## src/rtl/snax_mx_tensor_core_ctrl_pkg.sv

```systemverilog
// Shared types and CSR layout constants for the MX tensor core controller.
// Imported by snax_mx_tensor_core_ctrl and snax_mx_sat_counter.
package snax_mx_ctrl_pkg;

   typedef enum logic [1:0] {
      IDLE   = 2'd0,
      LAUNCH = 2'd1,
      RUN    = 2'd2
   } ctrl_state_e;

   localparam int unsigned RW_K_IDX    = 0;
   localparam int unsigned RW_T_IDX    = 1;
   localparam int unsigned RW_MODE_IDX = 2;
   localparam int unsigned RW_AUX_IDX  = 3;

   localparam int unsigned RO_STATUS_IDX = 0;
   localparam int unsigned RO_CYCLES_IDX = 1;

   localparam int unsigned BUSY_BIT  = 0;
   localparam int unsigned ERR_BIT   = 1;
   localparam int unsigned TILES_LSB = 16;

   localparam int unsigned MODE_W = 3;

endpackage

```

## src/rtl/snax_mx_tensor_core_ctrl_sat_counter.sv

```systemverilog
// Saturating up-counter with synchronous clear; clear has priority over enable.
module snax_mx_sat_counter
   import snax_mx_ctrl_pkg::*;
#(
   parameter int unsigned Width = 16
) (
   input  logic             clk_i,
   input  logic             rst_i,
   input  logic             clr_i,
   input  logic             en_i,
   output logic [Width-1:0] cnt_o
);

   logic [Width-1:0] r_cnt;
   logic             w_at_max;

   assign w_at_max = &r_cnt;

   always_ff @(posedge clk_i or posedge rst_i) begin
      if (rst_i) begin
         r_cnt <= '0;
      end else if (clr_i) begin
         r_cnt <= '0;
      end else if (en_i && !w_at_max) begin
         r_cnt <= r_cnt + Width'(1);
      end
   end

   assign cnt_o = r_cnt;

endmodule

```

## src/rtl/snax_mx_tensor_core_ctrl.sv

```systemverilog
// MX tensor core controller: latches the RW CSR set, launches the core, counts output tiles.
// Define SNAX_MX_CTRL_PERF_EN to instantiate the run-cycle counter reported in RO word1.
module snax_mx_tensor_core_ctrl
   import snax_mx_ctrl_pkg::*;
#(
   parameter int unsigned NumRwCsr = 4,
   parameter int unsigned NumRoCsr = 2,
   parameter int unsigned CntWidth = 16
) (
   input  logic                      clk_i,
   input  logic                      rst_i,
   input  logic [NumRwCsr-1:0][31:0] csr_reg_rw_set_i,
   input  logic                      csr_reg_set_valid_i,
   output logic                      csr_reg_set_ready_o,
   output logic [NumRoCsr-1:0][31:0] csr_reg_ro_set_o,
   output logic                      core_start_valid_o,
   input  logic                      core_start_ready_i,
   output logic [CntWidth-1:0]       core_cfg_k_o,
   output logic [MODE_W-1:0]         core_cfg_mode_o,
   output logic [31:0]               core_cfg_aux_o,
   input  logic                      core_tile_done_i,
   output logic                      core_busy_o
);

   ctrl_state_e         r_state;
   ctrl_state_e         w_state_nxt;
   logic                r_init;
   logic                r_err;
   logic [CntWidth-1:0] r_k;
   logic [CntWidth-1:0] r_t;
   logic [MODE_W-1:0]   r_mode;
   logic [31:0]         r_aux;

   logic [CntWidth-1:0] w_k_in;
   logic [CntWidth-1:0] w_t_in;
   logic                w_accept;
   logic                w_cfg_zero;
   logic                w_tile_en;
   logic                w_last_tile;
   logic [CntWidth-1:0] w_tiles;
   logic [15:0]         w_tiles16;
   logic [31:0]         w_cycles;
   logic                w_unused_bits;

   assign w_k_in     = csr_reg_rw_set_i[RW_K_IDX][CntWidth-1:0];
   assign w_t_in     = csr_reg_rw_set_i[RW_T_IDX][CntWidth-1:0];
   assign w_cfg_zero = (w_k_in == '0) || (w_t_in == '0);

   // r_init keeps ready low while in reset and for the edge that releases it.
   assign csr_reg_set_ready_o = r_init && (r_state == IDLE);
   assign w_accept            = csr_reg_set_valid_i && csr_reg_set_ready_o;
   assign core_start_valid_o  = (r_state == LAUNCH);
   assign core_busy_o         = (r_state != IDLE);

   assign w_tile_en   = (r_state == RUN) && core_tile_done_i;
   assign w_last_tile = w_tile_en &&
                        (({1'b0, w_tiles} + (CntWidth + 1)'(1)) == {1'b0, r_t});

   always_comb begin
      w_state_nxt = r_state;
      unique case (r_state)
         IDLE:    if (w_accept && !w_cfg_zero) w_state_nxt = LAUNCH;
         LAUNCH:  if (core_start_ready_i) w_state_nxt = RUN;
         RUN:     if (w_last_tile) w_state_nxt = IDLE;
         default: w_state_nxt = IDLE;
      endcase
   end

   always_ff @(posedge clk_i or posedge rst_i) begin
      if (rst_i) begin
         r_state <= IDLE;
         r_init  <= 1'b0;
         r_err   <= 1'b0;
         r_k     <= '0;
         r_t     <= '0;
         r_mode  <= '0;
         r_aux   <= '0;
      end else begin
         r_state <= w_state_nxt;
         r_init  <= 1'b1;
         if (w_accept) begin
            r_k    <= w_k_in;
            r_t    <= w_t_in;
            r_mode <= csr_reg_rw_set_i[RW_MODE_IDX][MODE_W-1:0];
            r_aux  <= csr_reg_rw_set_i[RW_AUX_IDX];
            r_err  <= w_cfg_zero;
         end
      end
   end

   snax_mx_sat_counter #(
      .Width (CntWidth)
   ) u_tile_cnt (
      .clk_i (clk_i),
      .rst_i (rst_i),
      .clr_i (w_accept),
      .en_i  (w_tile_en),
      .cnt_o (w_tiles)
   );

`ifdef SNAX_MX_CTRL_PERF_EN
   snax_mx_sat_counter #(
      .Width (32)
   ) u_cycle_cnt (
      .clk_i (clk_i),
      .rst_i (rst_i),
      .clr_i (w_accept && !w_cfg_zero),
      .en_i  (r_state != IDLE),
      .cnt_o (w_cycles)
   );
`else
   assign w_cycles = '0;
`endif

   assign w_tiles16 = 16'(w_tiles);

   always_comb begin
      csr_reg_ro_set_o                                 = '0;
      csr_reg_ro_set_o[RO_STATUS_IDX][TILES_LSB +: 16] = w_tiles16;
      csr_reg_ro_set_o[RO_STATUS_IDX][ERR_BIT]         = r_err;
      csr_reg_ro_set_o[RO_STATUS_IDX][BUSY_BIT]        = core_busy_o;
      csr_reg_ro_set_o[RO_CYCLES_IDX]                  = w_cycles;
   end

   assign core_cfg_k_o    = r_k;
   assign core_cfg_mode_o = r_mode;
   assign core_cfg_aux_o  = r_aux;

   // Upper bits of the RW words carry no meaning for this block.
   assign w_unused_bits = ^{csr_reg_rw_set_i[RW_K_IDX][31:CntWidth],
                            csr_reg_rw_set_i[RW_T_IDX][31:CntWidth],
                            csr_reg_rw_set_i[RW_MODE_IDX][31:MODE_W]};

endmodule

```

## config.mk

```make
export PLATFORM = sky130hd
export DESIGN_NAME = snax_mx_tensor_core_ctrl
export DESIGN_NICKNAME = d
export VERILOG_FILES = /design/src/rtl/snax_mx_tensor_core_ctrl_pkg.sv /design/src/rtl/snax_mx_tensor_core_ctrl_sat_counter.sv /design/src/rtl/snax_mx_tensor_core_ctrl.sv
export SDC_FILE = /design/constraint.sdc
export NUM_CORES = 1
export LEC_CHECK = 0
export ABC_AREA = 1
export CORE_ASPECT_RATIO = 0.6
export CORE_MARGIN = 2
export CORE_UTILIZATION = 42
export DETAILED_ROUTE_END_ITERATION = 8
export GPL_TIMING_DRIVEN = 0
export HOLD_SLACK_MARGIN = 0.12
export PLACE_DENSITY = 0.87
export SLEW_MARGIN = 25
export SYNTH_ARGS = -nofsm -noshare
export SYNTH_HDL_FRONTEND = slang
export SYNTH_SLANG_ARGS = --single-unit
export TNS_END_PERCENT = 20
```

## constraint.sdc

```tcl
create_clock -name clk_i -period 8.7 [get_ports clk_i]
set_input_delay 2.175 -clock clk_i [delete_from_list [all_inputs] [get_ports clk_i]]
set_output_delay 2.175 -clock clk_i [all_outputs]
set_load 0.02 [all_outputs]
```

==> results.txt <==
----------------------------------------------------
[Clock network]
  Buffer count from post-CTS setup fixing ... 0
  Clock root buffer master ... sky130_fd_sc_hd__clkbuf_16
  Clock tree from TritonCTS ... built
  Skew-Pair Late Insertion Delay ... 0.34 ns
  CTS buffer count ... 9
  Clk slew on worst S/H paths ... 0.06 ns
  Maximum root-to-sink buffer count ... 2
  H-tree levels ... 3
  Number of gates resized after cts ... 0
  Clock tree sinks ... 87
  Quantity of hold-fixing buffers added after cts ... 0

[Yosys]
  Most common library cells after synthesis ... sky130_fd_sc_hd__nand2_1 (255), sky130_fd_sc_hd__dfrtp_1 (87), sky130_fd_sc_hd__buf_4 (49)
  Synthesized cell area ... 4429 µm²
  Share of async-settable or async-resettable flops after synthesis ... 100.0%
  Most area-hungry cell type in the Yosys netlist ... sky130_fd_sc_hd__dfrtp_1
  Warnings, synthesis ... 0
  Fraction of the yosys area taken by sequential cells ... 49.15%
  Mean Syn Cell Area ... 7.637 µm²
  Leading cell types by total area after synthesis ... sky130_fd_sc_hd__dfrtp_1 (49%), sky130_fd_sc_hd__nand2_1 (22%), sky130_fd_sc_hd__buf_4 (8.3%)
  Count of flip-flops with a built-in enable after synthesis ... 0
  Main synth FF type ... sky130_fd_sc_hd__dfrtp_1
  Gate count of the mapped netlist ... 580
  Post-synthesis sequential element count ... 87
  Fraction of synthesized cell area taken by the top area cell type ... 49.15%
  Number of distinct library cell variants in the gate-level netlist after synthesis ... 27
  Most common cell in the synthesized netlist ... sky130_fd_sc_hd__nand2_1

[Floorplan]
  Area of the die ... 11,410 µm²
  Overall die height ... 83.55 µm
  Die width ... 136.6 µm
  Row count ... 28
  Number of top-level pins ... 251
  Placeable core area ... 10,050 µm²
  Initial core utilization ... 44.05%

[Setup path]
  Most frequent CP cell ... sky130_fd_sc_hd__nor2_1
  Startpoint types ... register
  Worst Path Class, Setup ... register to primary output
  Slowest CP cell ... sky130_fd_sc_hd__clkdlybuf4s50_1
  Endpoint arrival time on the critical path ... 1.75 ns
  R2r startpoint ... u_tile_cnt.cnt_o[0]
  Crit-path max cell delay ... 0.63 ns
  Worst Setup End Kind ... primary output
  Worst flop-to-flop path endpoint ... u_tile_cnt.cnt_o[13]
  CP Data Required Time ... 6.53 ns
  Critical path cell sequence ... nor2_1 -> inv_1 -> nor2_1 -> clkdlybuf4s50_1
  Worst Reg2Reg Path Length in Cells ... 10
  Flop2flop setup slack ... 6.51 ns
  Biggest fanout along the worst timing path ... 5

[STA]
  F_max ... 255.1 MHz
  Unrepaired setup endpoints after global routing ... no
  Final clock period utilization by the worst path ... 45.06%
  Setup violators final ... 0
  Number of hold-slack violations in the final timing report ... 0
  Minimum clock period after layout ... 3.920 ns
  Total negative slack ... 0 ns
  Layout Skew ... 0.006678 ns
  Final slew viol count ... 0

[Power]
  Leakage power ... 3.233 nW
  Peak ir drop on the vdd network ... 0.2120 mV
  Overall power consumption ... 1.965 mW
  Power density normalized to cell area ... 300.8 nW/µm²

[Routing]
  Number of nets with antenna violations after detailed routing ... 0
  Post-route DRC ... 0
  Via density per instance ... 4.617
  Routed vias ... 4,243
  Drt first pass iters ... 5
  Iter 0 DRT Violations ... 307
  Routed Wire Length ... 12.26 mm
  Average routed wire per standard cell ... 13.34 µm

[Global routing]
  Total routing usage reported by global routing ... 22.06%
  Antenna violations before repair ... 0
  Maximum number of pins on one net before global-route repair ... 74
  GRT Residual Overflow ... 0
  Number of global-route vias before repair ... 4,008
  Wire length of the first global-routing pass ... 19.62 mm

[Finish]
  Number of antenna diodes ... 0
  Number of nets at the end of the flow ... 914
  Layout Area Growth over Synthesis ... 47.49%
  Layout cell share with drive strength beyond 1 ... 10.08%

[Worst hold path]
  Worst-case hold path end point ... core_cfg_aux_o[23]
  Hold Crit Depth ... 2
  Hold Crit Start ... core_cfg_aux_o[23]
  Type of the worst min-delay path ... register to register

[Placement]
  Count of input and output buffers ... 143
  Post-DP HPWL ... 9.547 mm
  Final Wtd Congestion ... 0.9496

[Status]
  Outcome ... completed

[Run]
  Max-Cap Viols ... 0

----------------------------------------------------
-- sequential cells by signal, indices dropped and copies added, names as in the netlist --
signal            cells
r_t                  16
r_err                 1
u_tile_cnt.cnt_o     16
r_state               2
core_cfg_k_o         16
r_init                1
core_cfg_mode_o       3
core_cfg_aux_o       32
-- how the worst max path moves through the flow --
| stage | end | from | cells past startpoint | slack [ns] |
|---|---|---|---|---|
| 2_1_floorplan | core_cfg_aux_o[0] | rst_i | 1 | 4.27 |
| 3_3_place_gp | u_tile_cnt.cnt_o[6] | rst_i | 2 | 2.89 |
| 3_5_place_dp | u_tile_cnt.cnt_o[13] | csr_reg_set_valid_i | 6 | 5.06 |
| 4_1_cts | csr_reg_set_ready_o | r_state[1] | 4 | 4.74 |
| 5_1_grt | csr_reg_set_ready_o | r_state[1] | 4 | 4.66 |
| 6_report | csr_reg_set_ready_o | r_state[1] | 4 | 4.78 |
-- logic make-up (layout without fill, tap and decap cells) --
family          after synthesis  count (layout)  synth area share [%]
compound gates               37              37                 4.548
fa+ha+maj                     1               1                0.2824
buf+inv                     107             266                 13.28
flops                        87              87                 49.15
other cells                   2              47                0.1696
simple gates                346             346                 32.57
-- critical path: cells and delay by family, from the launching register on --
family / cells / cell delay [ns]
buf+inv: 2 / 0.73
simple gates: 2 / 0.25
flops: 1 / 0.42
-- metal layers --
metal  global-route usage [%]  vias up  share of wire (%)
met4                    4.735        0               0.71
met1                    29.63     1906                 45
met5                        0        -                  0
met2                    33.18      192                 44
met3                    9.290        8                 11
li1                         -     2137                  -
-- final cells by class --
class	count	area [µm²]
flip-flops and latches	87	2177
fillers	853	3522
clock buffers	9	225.2
clock inverters	6	76.32
multi-input cells	431	1833
well taps	135	168.9
repair buffers	144	1459
inverters	43	166.4
plain buffers	64	426.7
-- stage by stage --
step | instance area (µm²) | cells | utilization [%] | hold slack (ns) | setup WS (ns)
final | 6533 | 919 | 64.97 | 0.4797 | 4.780
after global routing | 6533 | 919 | 64.97 | 0.4987 | 4.661
after CTS | 6533 | 919 | 64.97 | 0.4835 | 4.739
after detailed placement | 6231 | 904 | 61.97 | 0.4647 | 5.064
after global placement | 6198 | 903 | 61.65 | 0.4602 | 2.889
after floorplan | 4598 | 625 | - | 0.4651 | 4.275
-- cells in the final DEF, fill, tap and decap left out, types with 8 or more instances in the layout --
cell / count
sky130_fd_sc_hd__clkbuf_16: 9
sky130_fd_sc_hd__nand2_1: 255
sky130_fd_sc_hd__clkbuf_1: 8
sky130_fd_sc_hd__conb_1: 47
sky130_fd_sc_hd__nand4_1: 9
sky130_fd_sc_hd__buf_4: 49
sky130_fd_sc_hd__nor4_1: 8
sky130_fd_sc_hd__o22ai_1: 9
sky130_fd_sc_hd__clkdlybuf4s50_1: 143
sky130_fd_sc_hd__dfrtp_1: 87
sky130_fd_sc_hd__nand3_1: 37
sky130_fd_sc_hd__o21ai_0: 20
sky130_fd_sc_hd__nor2_1: 24
sky130_fd_sc_hd__inv_1: 39
-- power by group --
part / total, mW / switching (mW) / internal (mW)
sequential: 0.692 / 0.120 / 0.571
combinational: 0.880 / 0.483 / 0.396
clock: 0.393 / 0.167 / 0.226
Note: power is estimated with default switching activity, not from simulation.
